File: src/rtl/pressure_chamber_if.sv
// Pressure chamber control bus: door status and requests in, pump/vent and status out.
interface pressure_chamber_if #(
  parameter int CNT_W = 4
);
  logic             innerClosed;
  logic             outerClosed;
  logic             pressurizeReq;
  logic             evacuateReq;
  logic             pressureChanging;
  logic             isHighPressure;
  logic             pumpOn;
  logic             ventOn;
  logic [CNT_W-1:0] countdown;
  logic             reqError;
  logic             fault;

  // Door blocks / supervisor side: drives status and requests.
  modport master (
    output innerClosed, outerClosed, pressurizeReq, evacuateReq,
    input  pressureChanging, isHighPressure, pumpOn, ventOn, countdown, reqError, fault
  );

  // Chamber controller side.
  modport slave (
    input  innerClosed, outerClosed, pressurizeReq, evacuateReq,
    output pressureChanging, isHighPressure, pumpOn, ventOn, countdown, reqError, fault
  );
endinterface

File: src/rtl/pressure_chamber.sv
// Pressure chamber sequencer: moves between low and high pressure on request,
// timing each change with a countdown and latching a fault if a door opens mid-change.
module pressure_chamber #(
  parameter int PRESS_CYCLES = 5,
  parameter int EVAC_CYCLES  = 7,
  parameter int CNT_W        = 4
) (
  input  logic              clock,
  input  logic              reset,
  pressure_chamber_if.slave bus
);

  localparam logic [2:0] LOW_IDLE     = 3'd0;
  localparam logic [2:0] PRESSURIZING = 3'd1;
  localparam logic [2:0] HIGH_IDLE    = 3'd2;
  localparam logic [2:0] EVACUATING   = 3'd3;
  localparam logic [2:0] FAULT        = 3'd4;

  localparam logic [CNT_W-1:0] CNT_ZERO   = {CNT_W{1'b0}};
  localparam logic [CNT_W-1:0] CNT_ONE    = CNT_W'(1);
  localparam logic [CNT_W-1:0] PRESS_LOAD = CNT_W'(PRESS_CYCLES - 1);
  localparam logic [CNT_W-1:0] EVAC_LOAD  = CNT_W'(EVAC_CYCLES - 1);

  logic [2:0]       state_r;
  logic [2:0]       state_s;
  logic [CNT_W-1:0] cnt_r;
  logic [CNT_W-1:0] cnt_s;
  logic             err_r;
  logic             err_s;
  logic             doors_ok_s;
  logic             any_req_s;

  assign doors_ok_s = bus.innerClosed & bus.outerClosed;
  assign any_req_s  = bus.pressurizeReq | bus.evacuateReq;

  // Next-state, countdown and request-rejection decode.
  always_comb begin
    state_s = state_r;
    cnt_s   = cnt_r;
    err_s   = 1'b0;
    case (state_r)
      LOW_IDLE: begin
        cnt_s = CNT_ZERO;
        if (any_req_s && !doors_ok_s) begin
          err_s = 1'b1;
        end else if (bus.pressurizeReq) begin
          // pressurize wins when both requests are present
          state_s = PRESSURIZING;
          cnt_s   = PRESS_LOAD;
        end else if (bus.evacuateReq) begin
          err_s = 1'b1;
        end else begin
          err_s = 1'b0;
        end
      end
      HIGH_IDLE: begin
        cnt_s = CNT_ZERO;
        if (any_req_s && !doors_ok_s) begin
          err_s = 1'b1;
        end else if (bus.evacuateReq) begin
          // evacuate wins when both requests are present
          state_s = EVACUATING;
          cnt_s   = EVAC_LOAD;
        end else if (bus.pressurizeReq) begin
          err_s = 1'b1;
        end else begin
          err_s = 1'b0;
        end
      end
      PRESSURIZING, EVACUATING: begin
        err_s = any_req_s;
        // a door opening takes priority over a countdown that just expired
        if (!doors_ok_s) begin
          state_s = FAULT;
          cnt_s   = CNT_ZERO;
        end else if (cnt_r == CNT_ZERO) begin
          state_s = (state_r == PRESSURIZING) ? HIGH_IDLE : LOW_IDLE;
          cnt_s   = CNT_ZERO;
        end else begin
          cnt_s = cnt_r - CNT_ONE;
        end
      end
      FAULT: begin
        err_s = any_req_s;
        cnt_s = CNT_ZERO;
      end
      default: begin
        // an illegal encoding is treated as a fault condition
        state_s = FAULT;
        cnt_s   = CNT_ZERO;
        err_s   = 1'b0;
      end
    endcase
  end

  // State, countdown and error-pulse registers with synchronous reset.
  always_ff @(posedge clock) begin
    if (reset) begin
      state_r <= LOW_IDLE;
      cnt_r   <= CNT_ZERO;
      err_r   <= 1'b0;
    end else begin
      state_r <= state_s;
      cnt_r   <= cnt_s;
      err_r   <= err_s;
    end
  end

  assign bus.pressureChanging = (state_r == PRESSURIZING) || (state_r == EVACUATING);
  assign bus.isHighPressure   = (state_r == HIGH_IDLE) || (state_r == EVACUATING) ||
                                (state_r == FAULT);
  assign bus.pumpOn           = (state_r == PRESSURIZING);
  assign bus.ventOn           = (state_r == EVACUATING);
  assign bus.fault            = (state_r == FAULT);
  assign bus.countdown        = cnt_r;
  assign bus.reqError         = err_r;

endmodule

File: src/flat_wrapper.sv
// flat-port wrapper written by rule: the top's interface ports become plain ports
module pressure_chamber_flat 
#(
  parameter int PRESS_CYCLES = 5,
  parameter int EVAC_CYCLES  = 7,
  parameter int CNT_W        = 4
)
  (clock, reset, bus_innerClosed, bus_outerClosed, bus_pressurizeReq, bus_evacuateReq, bus_pressureChanging, bus_isHighPressure, bus_pumpOn, bus_ventOn, bus_countdown, bus_reqError, bus_fault);
  pressure_chamber_if #(.CNT_W(CNT_W)) bus_i ();
  input  logic clock;
  input  logic reset;
  input wire logic [$bits(bus_i.innerClosed)-1:0] bus_innerClosed;
  input wire logic [$bits(bus_i.outerClosed)-1:0] bus_outerClosed;
  input wire logic [$bits(bus_i.pressurizeReq)-1:0] bus_pressurizeReq;
  input wire logic [$bits(bus_i.evacuateReq)-1:0] bus_evacuateReq;
  output wire logic [$bits(bus_i.pressureChanging)-1:0] bus_pressureChanging;
  output wire logic [$bits(bus_i.isHighPressure)-1:0] bus_isHighPressure;
  output wire logic [$bits(bus_i.pumpOn)-1:0] bus_pumpOn;
  output wire logic [$bits(bus_i.ventOn)-1:0] bus_ventOn;
  output wire logic [$bits(bus_i.countdown)-1:0] bus_countdown;
  output wire logic [$bits(bus_i.reqError)-1:0] bus_reqError;
  output wire logic [$bits(bus_i.fault)-1:0] bus_fault;
  assign bus_i.innerClosed = bus_innerClosed;
  assign bus_i.outerClosed = bus_outerClosed;
  assign bus_i.pressurizeReq = bus_pressurizeReq;
  assign bus_i.evacuateReq = bus_evacuateReq;
  assign bus_pressureChanging = bus_i.pressureChanging;
  assign bus_isHighPressure = bus_i.isHighPressure;
  assign bus_pumpOn = bus_i.pumpOn;
  assign bus_ventOn = bus_i.ventOn;
  assign bus_countdown = bus_i.countdown;
  assign bus_reqError = bus_i.reqError;
  assign bus_fault = bus_i.fault;
  pressure_chamber #(.PRESS_CYCLES(PRESS_CYCLES), .EVAC_CYCLES(EVAC_CYCLES), .CNT_W(CNT_W)) u_core (.clock(clock), .reset(reset), .bus(bus_i));
endmodule
File: config.mk
export PLATFORM = sky130hd
export DESIGN_NAME = pressure_chamber_flat
export DESIGN_NICKNAME = d
export VERILOG_FILES = /design/src/rtl/pressure_chamber_if.sv /design/src/rtl/pressure_chamber.sv /design/src/flat_wrapper.sv
export SDC_FILE = /design/constraint.sdc
export NUM_CORES = 1
export LEC_CHECK = 0
export CAP_MARGIN = 20
export CORE_AREA = 2 2 39 41
export CTS_CLUSTER_SIZE = 30
export DETAILED_ROUTE_END_ITERATION = 6
export DIE_AREA = 0 0 41 43
export PLACE_DENSITY_LB_ADDON = 0.2
export RECOVER_POWER = 25
export SLEW_MARGIN = 10
export SYNTH_ARGS = -nofsm -noshare
export SYNTH_HDL_FRONTEND = slang
export SYNTH_SLANG_ARGS = --single-unit
File: constraint.sdc
create_clock -name clock -period 1.3 [get_ports clock]
set_input_delay 0.39 -clock clock [delete_from_list [all_inputs] [get_ports clock]]
set_output_delay 0.39 -clock clock [all_outputs]
set_load 0.05 [all_outputs]
==> impl_results.md <==
- Via-to-Cell Ratio: 5.000
- Power per Cell Area: 595.3 mW/mm^2
- CTS tree: yes
- Combinational share of power: 0.283
- Commonest cells after routing, fill and taps aside: 16 x sky130_fd_sc_hd__buf_4, 10 x sky130_fd_sc_hd__buf_12, 6 x sky130_fd_sc_hd__buf_6
- Most common library cell in the layout ignoring fill and taps: sky130_fd_sc_hd__buf_4
- Clock tree skew after final layout: around 0.0027 ns
- Number of synthesis warnings: 0
- Count of cell types in the netlist: 28
- Failing checks: negative setup slack
- Post-synthesis sequential element count: 8
- Cell area after synthesis: 440.4 sq um
- Worst slew margin relative to its limit: 0.7754
- Async set-or-reset flop fraction in the synthesized netlist: 0
- H-tree levels: 1
- Clock insertion delay at the later pin of the skew report: 0.25 ns
- Post-route minimum period: 1.555 ns
- Remaining design rule violation count: 0
- Total number of vias: between 500 and 600
- Static Leakage: 0.4605 nW
- Setup-failing EPs final: 9
- Worst Setup Slack post-DPL: -0.4990 ns
- Top FF cell, synth: sky130_fd_sc_hd__dfxtp_1
- Num CTS Buffers: 3
- Global-route wire length before repair: about 2.4 mm
- Max Cap Viol: 0
- Number of placement rows: 14
- Power share of the sequential group: 0.405
- CP Launch Type: flop
- Total design power: 0.6205 mW
- Post-DP HPWL: 991.2 um
- Routed wire per std cell: around 13 um
- Fill cell instance count of the final layout: 99
- Arrival @ worst endpoint: 1.16 ns
- Required @ worst endpoint: between 0.9 and 1 ns
- Nets: 101
- Detailed router's first-iteration violation count: 1
- Core Footprint: 0.001384 sq mm
- Global-route congestion overflow total: 0
- Critical path capture point type: output pin
- GR Util All Layers: 0.2070
- Total internal power: 0.4462 mW
- Routability cong.: between 0.7 and 0.8
- Post-detailed-routing wire length: 1.384 mm
- Share of cells above drive strength 1: 0.6923
- Clock network fraction of design power: 0.311
- Final setup slack of the worst path: -0.2550 ns
- Combined area of the multi-input logic cells: 351.6 sq um
- Count of TritonRoute iterations in the first routing pass: 4
- Maximum clock path buffer count: 2
- Post-route cell area: 0.001042 sq mm
- Number of nets still failing antenna checks after routing: 0
- Setup TNS: -1.666 ns
- PortBufs: 15
- Sequential Area: 181.4 sq um
- Number of hold buffers added after CTS: 0
- Fin util: 0.7532
- Crit Path Category: reg2out
- Post-synth EDFFs: 0
- Clock sink count: 8
- Fraction of the yosys area taken by sequential cells: 0.3636
- Final number of max-transition violations: 0
- Run status: finished, violations left
- Vias in the first global route: 555
- Clock slew seen by the registers of the worst setup and hold paths: 0.06 ns
- Critical-path maximum fanout: 3
- Net Count, Synth: 61
- Mean instance size in the synthesized netlist: 8.310 sq um
- Diode count: 0
- Width of the chip: between 40 and 50 um
- Initial antenna violation count: 0
- Cell at the root of the clock tree: sky130_fd_sc_hd__clkbuf_4
- Maximum number of pins on one net before global-route repair: 8
- # IOs: 16
- Die area: 0.001763 sq mm
- Vertical die dimension: roughly 43 um
- Peak clock frequency supported by timing: around 640 MHz
- Effective utilization at floorplan: 0.3183
- Synth-to-Final Area Change: 136.6%
- Share of total power consumed by net switching: 0.2809
- Path category of the worst min-delay check: reg2reg
- Worst Max-Slew Pin Slew: 0.3345 ns
- Synthesized instance count: 53
- Number of endpoints with negative hold slack in the final report: 0
- Post-DP Area: 875.8 sq um
- Portion of the clock cycle consumed by the worst path in the final layout: 1.196
- Unrepaired setup endpoints after global routing: yes
- NetSw: 0.1743 mW
- VDD IR-drop max: 0.6075 mV
[stage by stage]
stage / hold slack [ns] / instances
4_1_cts: 0.5608 / 107
3_5_place_dp: 0.5332 / 99
6_report: 0.5459 / 107
5_1_grt: 0.5612 / 107
3_3_place_gp: 0.5258 / 99
2_1_floorplan: 0.4550 / 53
[state kept, by name, summed over array words and instances, names as in the netlist]
signal                count
u_core.bus.countdown      4
u_core.state_r            3
u_core.bus.reqError       1
[Yosys cell counts, types with 2 or more instances]
master	instances	area (sq um)
sky130_fd_sc_hd__nor2_1	8	30.03
sky130_fd_sc_hd__xnor2_1	2	17.52
sky130_fd_sc_hd__nand2_1	4	15.01
sky130_fd_sc_hd__ha_1	2	25.02
sky130_fd_sc_hd__a211oi_1	2	15.01
sky130_fd_sc_hd__inv_1	4	15.01
sky130_fd_sc_hd__nor3_1	3	15.01
sky130_fd_sc_hd__dfxtp_1	8	160.2
[cell type report]
cell class                      count  share of cell area
Clock buffer                        3             0.02161
Timing Repair Buffer               37              0.4262
Tap cell                           16             0.01921
Multi-Input combinational cell     39              0.3373
Sequential cell                     8              0.1741
Inverter                            4             0.02161
[worst paths after layout]
| path | startpoint | end | depth (start not counted) | slack [ns] |
|---|---|---|---|---|
| max | u_core.state_r[0] | bus_fault | 4 | -0.25 |
| min | u_core.bus.countdown[0] | u_core.bus.countdown[0] | 2 | 0.55 |
| max reg2reg | u_core.state_r[2] | u_core.bus.countdown[2] | 4 | -0.18 |
| min reg2reg | u_core.bus.countdown[0] | u_core.bus.countdown[0] | 2 | 0.55 |
[logic make-up after synthesis]
group / after synthesis / synth area share
AO/OA/AOI/OAI: 10 / 0.1761
buffers and inverters: 6 / 0.05395
XOR/XNOR: 2 / 0.03978
AND/OR/NAND/NOR: 25 / 0.3097
adder cells (fa/ha/maj): 2 / 0.05681
flip-flops: 8 / 0.3636
[power groups by stage]
stage	logic (mW)	registers (mW)	clock network [mW]
global route	0.186	0.252	0.217
finish	0.176	0.252	0.193
floorplan	0.0586	0.270	0
detailed placement	0.155	0.261	0
global placement	0.153	0.261	0
CTS	0.170	0.251	0.200
[routing by layer]
layer | part of all wire | wire [um] | global-route usage
met2 | 0.53 | 732 | 0.3313
met5 | 0 | 0 | 0
met1 | 0.40 | 559 | 0.2194
met4 | 0.025 | 34 | 0.1200
met3 | 0.042 | 58 | 0.07330
[worst max-delay path, stage by stage (launching register included)]
cell and delay [ns]:
sky130_fd_sc_hd__dfxtp_4 0.35, sky130_fd_sc_hd__buf_6 0.12, sky130_fd_sc_hd__nor3_4 0.19, sky130_fd_sc_hd__buf_6 0.13
sky130_fd_sc_hd__buf_12 0.12
[what timing repair did]
item	CTS	global route
gates resized for setup	18	14
endpoints found under the setup margin	12	13
setup buffers	5	0
pin swaps	4	4
(Power assumes the default switching activity.)
